===== config.mk =====
export PLATFORM = sky130hd
export DESIGN_NAME = pt_check_flat
export DESIGN_NICKNAME = d
export VERILOG_FILES = /design/src/rtl/pt_check_if.sv /design/src/rtl/pt_check.sv /design/src/flat_wrapper.sv
export SDC_FILE = /design/constraint.sdc
export NUM_CORES = 1
export LEC_CHECK = 0
export BUFFER_PORTS_ARGS = -buffer_cell sky130_fd_sc_hd__buf_2
export CORE_ASPECT_RATIO = 0.7
export CORE_MARGIN = 5
export CORE_UTILIZATION = 46
export CTS_CLUSTER_SIZE = 30
export DETAILED_ROUTE_END_ITERATION = 10
export PLACE_DENSITY = 0.67
export SYNTH_ARGS = -nofsm -noshare
export SYNTH_HDL_FRONTEND = slang
export SYNTH_SLANG_ARGS = --single-unit

===== constraint.sdc =====
create_clock -name clk -period 3.65 [get_ports clk]
set_input_delay 0.365 -clock clk [delete_from_list [all_inputs] [get_ports clk]]
set_output_delay 0.365 -clock clk [all_outputs]
set_load 0.01 [all_outputs]

===== src/rtl/pt_check_if.sv =====
// pt_check bus: start handshake, result, and plaintext read port.
// The slave side is the checker; the master side owns en and memory data.
interface pt_check_if;
  logic       en;
  logic       rdy;
  logic       done;
  logic       valid;
  logic [7:0] bad_addr;
  logic [7:0] pt_addr;
  logic [7:0] pt_rddata;

  modport master (
    output en,
    output pt_rddata,
    input  rdy,
    input  done,
    input  valid,
    input  bad_addr,
    input  pt_addr
  );

  modport slave (
    input  en,
    input  pt_rddata,
    output rdy,
    output done,
    output valid,
    output bad_addr,
    output pt_addr
  );
endinterface


===== src/rtl/pt_check.sv =====
// Plaintext validator: reads length-prefixed message, checks each
// character lies in [LO,HI], reports pass/fail and first bad address.
module pt_check #(
  parameter logic [7:0] LO = 8'h20,
  parameter logic [7:0] HI = 8'h7E
) (
  input logic      clk,
  input logic      rst,
  pt_check_if.slave bus
);

  localparam logic [2:0] IDLE      = 3'd0;
  localparam logic [2:0] READ_LEN  = 3'd1;
  localparam logic [2:0] LATCH_LEN = 3'd2;
  localparam logic [2:0] REQ       = 3'd3;
  localparam logic [2:0] CMP       = 3'd4;
  localparam logic [2:0] FINISH    = 3'd5;

  logic [2:0] state;
  logic [7:0] len;
  logic [7:0] i;
  logic       ok;
  logic       rdy;
  logic       done;
  logic       valid;
  logic [7:0] bad_addr;
  logic [7:0] pt_addr;
  logic       out_of_range;

  assign bus.rdy      = rdy;
  assign bus.done     = done;
  assign bus.valid    = valid;
  assign bus.bad_addr = bad_addr;
  assign bus.pt_addr  = pt_addr;

  // Unsigned range test on the character currently on the read port.
  always_comb begin
    out_of_range = (bus.pt_rddata < LO) || (bus.pt_rddata > HI);
  end

  // Scan FSM; pt_addr is registered so it only moves on clock edges.
  always_ff @(posedge clk) begin
    if (rst) begin
      state    <= IDLE;
      len      <= 8'd0;
      i        <= 8'd0;
      ok       <= 1'b0;
      rdy      <= 1'b1;
      done     <= 1'b0;
      valid    <= 1'b0;
      bad_addr <= 8'd0;
      pt_addr  <= 8'd0;
    end else begin
      done <= 1'b0;
      unique case (state)
        IDLE: begin
          if (bus.en) begin
            state    <= READ_LEN;
            rdy      <= 1'b0;
            valid    <= 1'b0;
            bad_addr <= 8'd0;
            pt_addr  <= 8'd0;
          end
        end
        READ_LEN: begin
          state <= LATCH_LEN;
        end
        LATCH_LEN: begin
          len <= bus.pt_rddata;
          i   <= 8'd1;
          if (bus.pt_rddata == 8'd0) begin
            ok    <= 1'b1;
            state <= FINISH;
          end else begin
            pt_addr <= 8'd1;
            state   <= REQ;
          end
        end
        REQ: begin
          state <= CMP;
        end
        CMP: begin
          if (out_of_range) begin
            ok       <= 1'b0;
            bad_addr <= i;
            pt_addr  <= 8'd0;
            state    <= FINISH;
          end else if (i == len) begin
            ok      <= 1'b1;
            pt_addr <= 8'd0;
            state   <= FINISH;
          end else begin
            i       <= i + 8'd1;
            pt_addr <= i + 8'd1;
            state   <= REQ;
          end
        end
        FINISH: begin
          valid <= ok;
          rdy   <= 1'b1;
          done  <= 1'b1;
          state <= IDLE;
        end
        default: begin
          state <= IDLE;
        end
      endcase
    end
  end

endmodule


===== src/flat_wrapper.sv =====
// flat-port wrapper written by rule: the top's interface ports become plain ports
module pt_check_flat 
#(
  parameter logic [7:0] LO = 8'h20,
  parameter logic [7:0] HI = 8'h7E
)
  (clk, rst, bus_en, bus_pt_rddata, bus_rdy, bus_done, bus_valid, bus_bad_addr, bus_pt_addr);
  pt_check_if bus_i ();
  input logic clk;
  input logic rst;
  input wire logic [$bits(bus_i.en)-1:0] bus_en;
  input wire logic [$bits(bus_i.pt_rddata)-1:0] bus_pt_rddata;
  output wire logic [$bits(bus_i.rdy)-1:0] bus_rdy;
  output wire logic [$bits(bus_i.done)-1:0] bus_done;
  output wire logic [$bits(bus_i.valid)-1:0] bus_valid;
  output wire logic [$bits(bus_i.bad_addr)-1:0] bus_bad_addr;
  output wire logic [$bits(bus_i.pt_addr)-1:0] bus_pt_addr;
  assign bus_i.en = bus_en;
  assign bus_i.pt_rddata = bus_pt_rddata;
  assign bus_rdy = bus_i.rdy;
  assign bus_done = bus_i.done;
  assign bus_valid = bus_i.valid;
  assign bus_bad_addr = bus_i.bad_addr;
  assign bus_pt_addr = bus_i.pt_addr;
  pt_check #(.LO(LO), .HI(HI)) u_core (.clk(clk), .rst(rst), .bus(bus_i));
endmodule

Word-level counts from Yosys, hierarchy flattened
Index checks and enable logic that the tools add are counted.
{ "word_totals": {"reg_bits": 39, "elab_cells": 60} }
{ "classes": {"add_sub_neg": 1, "order_cmp": 2, "eq_ne": 13, "muxes": 23, "reduce_logical": 12} }
{ "op_table": {"columns": ["operator", "count"], "rows": [
  ["$mux 8", 7],
  ["$pmux 8 s2", 2],
  ["$pmux 8 s3", 1],
  ["$pmux 3 s5", 1],
  ["$mux 3", 4],
  ["$reduce_and 3->1", 4],
  ["$add 8x1->8 const B", 1],
  ["$eq 8x8->1", 1],
  ["$gt 8x7->1 const B", 1],
  ["$logic_not 8->1", 1],
  ["$lt 8x6->1 const B", 1],
  ["$ne 2x2->1 const B", 4],
  ["$eq 3x2->1 const B", 2],
  ["$eq 3x3->1 const B", 2],
  ["$pmux 1 s2", 3],
  ["$reduce_bool 2->1", 3],
  ["$mux 1", 5],
  ["$ne 2x1->1 const B", 2],
  ["$eq 3x1->1 const B", 1],
  ["$logic_not 3->1", 1],
  ["$ne 3x1->1 const B", 1],
  ["$reduce_bool 3->1", 1],
  ["$reduce_and 2->1", 1],
  ["$logic_or 1x1->1", 1]
]} }

Logic depth before layout (Yosys ltp)
Gate-level depths: netlist of the first run.
{ "logic_depth": {"word_depth": 4, "depth_mapped": 6} }

Least setup slack after synthesis of the first run
Ideal clock, no wire load.
{ "synth_path": {"kind": "flip-flop to flip-flop", "from": "register u_core.state[0]", "to": "register u_core.i[5]", "t_arrival_ns": 1.634, "t_required_ns": 3.527, "setup_slack_ns": 1.892, "stages_incl_launch_ff": 6, "n_path_buf": 2, "synth_period_minus_slack_ns": 1.758, "path_cell_list": "dfxtp_1 > buf_6 > or3b_4 > buf_6 > a2111oi_1 > mux2_1"} }
{ "synth_via": {"elab_chain_cells": 3, "elab_cells_between_ends": 7, "classes_between": "eq/ne: 4; mux: 1; reduce/logical: 2"} }
{ "synth_rtl": {"columns": ["item", "line_no", "text"], "rows": [
  ["start: declaration", "pt_check.sv:19", "logic [2:0] state;"],
  ["start signal: assignment", "pt_check.sv:44", "state <= IDLE;"],
  ["start signal: assignment", "pt_check.sv:58", "state <= READ_LEN;"],
  ["start signal: assignment", "pt_check.sv:66", "state <= LATCH_LEN;"],
  ["$eq 3x3->1 or $eq 3x2->1 (tied branches)", "pt_check.sv:55", "unique case (state)"],
  ["$ne 2x2->1 (no source line) or $reduce_bool 2->1 (tied branches)", null, null],
  ["$reduce_and 3->1 (no source line)", null, null],
  ["end signal: assignment", "pt_check.sv:93", "i <= i + 8'd1;"],
  ["end: declaration", "pt_check.sv:21", "logic [7:0] i;"]
]} }
Several ways; a longest one is shown, not always the timed one.
A chain may end at the register's enable or synchronous reset.

Worst setup path in the final report of the first run
{ "layout_path": {"from": "register u_core.state[2]", "to": "register u_core.i[2]"} }
Same word-level chain as after synthesis.

==> results of run 1 <==
==> flip-flops by register name (all words and copies together) (netlist names) <==
name and cells:
u_core.bus.bad_addr 8, u_core.bus.pt_addr 8, u_core.i 8, u_core.len 8
u_core.state 3, u_core.bus.done 1, u_core.bus.rdy 1, u_core.bus.valid 1
u_core.ok 1
==> critical path, stage by stage (launching register included) <==
cell and delay [ns]:
dfxtp_1 0.52, nor3b_1 0.66, nand2_1 0.13, a211oi_1 0.30, mux2_2 0.38
==> through the flow <==
step	utilization, %	instances	hold slack, ns
final	54.0	292	0.331
after global routing	54.0	292	0.332
after CTS	54.0	292	0.324
after detailed placement	52.0	284	0.447
after global placement	52.0	284	0.444
after floorplan	-	219	0.448
==> worst max-delay path by stage <==
stage | to | from | slack, ns
detailed placement | u_core.bus.bad_addr[4] | bus_pt_rddata[7] | 1.49
floorplan | u_core.i[5] | u_core.state[0] | 1.89
finish | u_core.i[2] | u_core.state[2] | 1.56
CTS | u_core.i[2] | u_core.state[2] | 1.57
global route | u_core.i[2] | u_core.state[2] | 1.41
global placement | u_core.bus.bad_addr[3] | bus_pt_rddata[7] | 1.55
==> layer usage <==
layer,vias up,share of wire [%],global-route usage (%)
li1,819,-,-
met1,761,52,26.8
met2,42,42,25.0
met3,2,5.6,4.36
met4,0,0.29,3.07
met5,-,0,0
==> final cells by class <==
type / instances / area [sq um] / area share, %
clock buffers: 7 / 76.3 / 3.54
clock inverters: 1 / 5.00 / 0.232
inverters: 2 / 7.51 / 0.348
multi-input cells: 160 / 1060 / 49.2
flip-flops and latches: 39 / 781 / 36.2
well taps: 52 / 65.1 / 3.02
repair buffers: 31 / 160 / 7.42
==> cells by family after synthesis <==
kind of cell	count (synthesis)	share of synthesized area, %
compound gates	47	17.8
mux	15	8.11
buf+inv	20	5.21
fa+ha+maj	1	0.643
flops	39	40.2
xor+xnor	14	6.31
simple gates	83	21.8
==> layout by cell type (no fill, tap or decap), drive strengths merged <==
cell     count
nand2       41
dfxtp       39
buf         31
a21oi       13
nor2        12
xor2        11
and3         9
mux2i        9
o21ai        7
clkbuf       7
a32o         6
mux2         6
nand3        5
a211oi       5
a2111oi      4
xnor2        3
nor3         3
nor4         2
nor3b        2
inv          2
or4          2
o31ai        2
a21o         2
or3b         1
nand4        1
o21ba        1
a211o        1
and2b        1
o2bb2ai      1
nor2b        1
or2b         1
or3          1
o21bai       1
o211ai       1
a311oi       1
a221oi       1
and4         1
o2111ai      1
ha           1
clkinv       1
==> power by group <==
part / leakage (nW) / total, mW / internal [mW] / switching, mW
Clock: 0.0422 / 0.279 / 0.134 / 0.144
Sequential: 0.316 / 0.449 / 0.436 / 0.0132
Combinational: 0.585 / 0.110 / 0.0403 / 0.0697
Total: 0.943 / 0.838 / 0.610 / 0.227
==> results.json, run 1 <==
{
  "die_w_microns": 87.7,
  "clock_sinks": 39,
  "final_hold_viol_count": 0,
  "io_buffers": 29,
  "synth-seq-cells": 39,
  "num_antenna_cells": 0,
  "synthFlopType": "dfxtp_1",
  "slew_violations": 0,
  "min_period_ns": 2.09,
  "rows": 19,
  "grt_pass1_vias": 1569,
  "r2r-end": "u_core.i[2]",
  "chipHeight_microns": 64.4,
  "viasPerCell": 5.56,
  "dieArea_sq_um": 5650,
  "hold_path_class": "input pin to flip-flop",
  "yosys-top-cells-area": "dfxtp_1 (40%), nand2_1 (7.9%), xor2_1 (5.0%)",
  "grt_pass1_wl_mm": 7.94,
  "yosysTopAreaCellShare_pct": 40.2,
  "htree_num_levels": 2,
  "hpwlAfterDp_mm": 3.28,
  "post_cts_resized": 0,
  "maxCapViolCount": 0,
  "place_congestion": 0.771,
  "maxSlewHeadroom_pct": 28.3,
  "area_growth_pct": 10.9,
  "syn-instance-count": 219,
  "dr.pass1.iters": 4,
  "timing.rr.start": "u_core.state[2]",
  "total_power_mw": 0.838,
  "p_leak_nw": 0.943,
  "setup_ws_ns": 1.56,
  "p_per_area_nw_per_um2": 388,
  "fillers": 378,
  "yosysTopAreaCell": "dfxtp_1",
  "numCtsBuffers": 5,
  "dr_total_vias": 1624,
  "syn_avg_cell_area_sq_um": 8.88,
  "synth_common_cells": "nand2_1 (41), dfxtp_1 (39), a21oi_1 (13)",
  "ant_nets": 0,
  "dr.first_iter.drc_count": 137,
  "vdd_drop_max_v": 0.000283,
  "post-place-ws_ns": 1.49,
  "drive_above_1_share_pct": 20.0,
  "cp-end-kind": "flip-flop",
  "setup_tns_ns": 0,
  "cts_tree": "done",
  "cts-root-buf": "clkbuf_8",
  "antenna_found_initial": 0,
  "whs_path_depth": 3,
  "yosysWarnings": 0,
  "min_to": "u_core.len[0]",
  "synth_edf_count": 0,
  "clock_path_buffers": 2,
  "synth_fp_nets": 231,
  "r2r_slack_ns": 1.56,
  "io_pins": 30,
  "synth_cell_type_count": 47,
  "grt_usage_pct": 17.6,
  "clock_skew_ns": 0.00619,
  "min-delay-start": "bus_pt_rddata[0]",
  "cp_max_fo": 11,
  "worstMarginPinSlew_ns": 1.07,
  "yosysMostFrequentCell": "nand2_1",
  "synthArstFlopShare_pct": 0,
  "path_clk_slew_ns": 0.08,
  "wl_mm": 4.55,
  "synth_area_sq_um": 1940,
  "start_util_pct": 48.7,
  "yosysSeqAreaShare_pct": 40.2,
  "core_area_sq_um": 3990,
  "wl_per_cell_microns": 15.6,
  "post-cts-setup-buffer-count": 0,
  "grt_start_max_net_pins": 26,
  "critPathKind": "flip-flop to flip-flop",
  "holdBufCountCts": 0,
  "status": "completed",
  "final_area_sq_um": 2160,
  "fin_nets": 251,
  "fmax_mhz": 477,
  "cp_data_arrival_time_ns": 2.27,
  "finalSetupViolCount": 0,
  "rsz0062_at_grt": "no",
  "drcViolationCount": 0,
  "dpl_cell_area_sq_um": 2080,
  "cp.required_ns": 3.83,
  "start_kind": "flip-flop",
  "r2r_cells": 4,
  "insertion_delay_ns": 0.28,
  "fin_crit_sh_pct": 57.4,
  "overflow": 0
}
Power figures use the tool's default switching activity.
==> run 2: changes to the inputs <==
Clock period 3.65 ns to 2.1 ns, I/O delays scaled along.
==> results.json, run 2 (same netlist as run 1, synthesis figures left out) <==
{
  "wl_mm": 4.62,
  "setup_tns_ns": 0,
  "grt_pass1_vias": 1606,
  "drcViolationCount": 0,
  "maxCapViolCount": 0,
  "p_leak_nw": 1.01,
  "min_period_ns": 1.84,
  "grt_usage_pct": 18.0,
  "vdd_drop_max_v": 0.000365,
  "p_per_area_nw_per_um2": 646,
  "dieArea_sq_um": 5650,
  "final_cells": 304,
  "critPathKind": "flip-flop to flip-flop",
  "fillers": 381,
  "total_power_mw": 1.46,
  "post_cts_resized": 0,
  "rows": 19,
  "antenna_found_initial": 0,
  "viasPerCell": 5.52,
  "core_area_sq_um": 3990,
  "fin_crit_sh_pct": 87.8,
  "num_antenna_cells": 0,
  "start_util_pct": 48.7,
  "cts-root-buf": "clkbuf_8",
  "cpPeakStageDelay_ns": 0.47,
  "status": "completed",
  "dr.first_iter.drc_count": 120,
  "insertion_delay_ns": 0.29,
  "area_growth_pct": 15.9,
  "cp-end-kind": "flip-flop",
  "fin_nets": 265,
  "fmax_mhz": 543,
  "holdBufCountCts": 0,
  "clock_sinks": 39,
  "wl_per_cell_microns": 15.2,
  "htree_num_levels": 2,
  "grt_pass1_wl_mm": 7.99,
  "post-cts-setup-buffer-count": 0,
  "cp_max_fo": 7,
  "numCtsBuffers": 5,
  "cts_tree": "done",
  "maxSlewHeadroom_pct": 62.3,
  "hold_path_class": "input pin to flip-flop",
  "place_congestion": 0.804,
  "overflow": 0,
  "path_cells": "ha_1 > and3_1 > nand3_1 > a2111oi_2 > mux2_2",
  "dp.cells": 298,
  "chipHeight_microns": 64.4,
  "clock_path_buffers": 2,
  "grt_start_max_net_pins": 25,
  "finalSetupViolCount": 0,
  "clock_skew_ns": 0.00421,
  "slew_violations": 0,
  "rsz0062_at_grt": "no",
  "layout_commonest_cell": "nand2_1",
  "cp_num_buf_inv": 0,
  "worst_path_max_delay_cell": "dfxtp_1",
  "path_clk_slew_ns": 0.07,
  "io_pins": 30,
  "worst_path_dominant_cell_family": "flip-flops",
  "drive_above_1_share_pct": 24.2,
  "hpwlAfterDp_mm": 3.39,
  "dr_total_vias": 1679,
  "final_cell_mix": "nand2_1 (41), dfxtp_1 (39), buf_2 (29)",
  "io_buffers": 29,
  "worstMarginPinSlew_ns": 0.561,
  "die_w_microns": 87.7,
  "cp.required_ns": 2.28,
  "start_kind": "flip-flop",
  "ant_nets": 0,
  "dr.pass1.iters": 4,
  "cp_data_arrival_time_ns": 2.02,
  "final_hold_viol_count": 0
}
-- run 2: layout make-up --
cell class	count	area, sq um	share of cell area [%]
Inverter	2	7.51	0.333
Sequential cell	39	781	34.6
Clock buffer	6	72.6	3.22
Multi-Input combinational cell	160	1060	47.1
Timing Repair Buffer	45	265	11.8
Tap cell	52	65.1	2.89
-- run 2: metrics by stage --
step / hold WS, ns / utilization (%) / setup slack, ns / cell area (sq um)
final: 0.176 / 56.4 / 0.257 / 2250
after global routing: 0.171 / 56.4 / 0.102 / 2250
after CTS: 0.170 / 56.4 / 0.269 / 2250
after detailed placement: 0.448 / 54.6 / 0.289 / 2180
after global placement: 0.441 / 54.6 / 0.320 / 2180
after floorplan: 0.346 / - / 0.342 / 1940
-- run 2: routing by layer --
metal	vias up	GRT usage [%]	wire length, microns
li1	841	-	-
met1	781	25.8	2370
met2	50	24.7	1860
met3	7	5.91	344
met4	0	6.70	45
met5	-	0	0
-- run 2: path summary, 6_finish.rpt --
| kind | end | cells after the start | start | slack (ns) |
|---|---|---|---|---|
| worst min register to register | u_core.bus.bad_addr[3] | 2 | u_core.bus.bad_addr[3] | 0.46 |
| worst max register to register | u_core.i[6] | 5 | u_core.i[0] | 0.26 |
| worst max-delay path | u_core.i[6] | 5 | u_core.i[0] | 0.26 |
| worst min-delay path | u_core.len[0] | 3 | bus_pt_rddata[0] | 0.18 |
-- run 2: worst min-delay path, delay by kind of cell --
kind,cells,cell delay [ns]
and+or+nand+nor,1,0.05
AOI/OAI and AO/OA,1,0.05
buffers and inverters,1,0.11
-- run 2: report_power, final --
group / internal, mW / switching (mW)
logic: 0.0870 / 0.132
registers: 0.758 / 0.0152
clock network: 0.221 / 0.241
total: 1.07 / 0.389
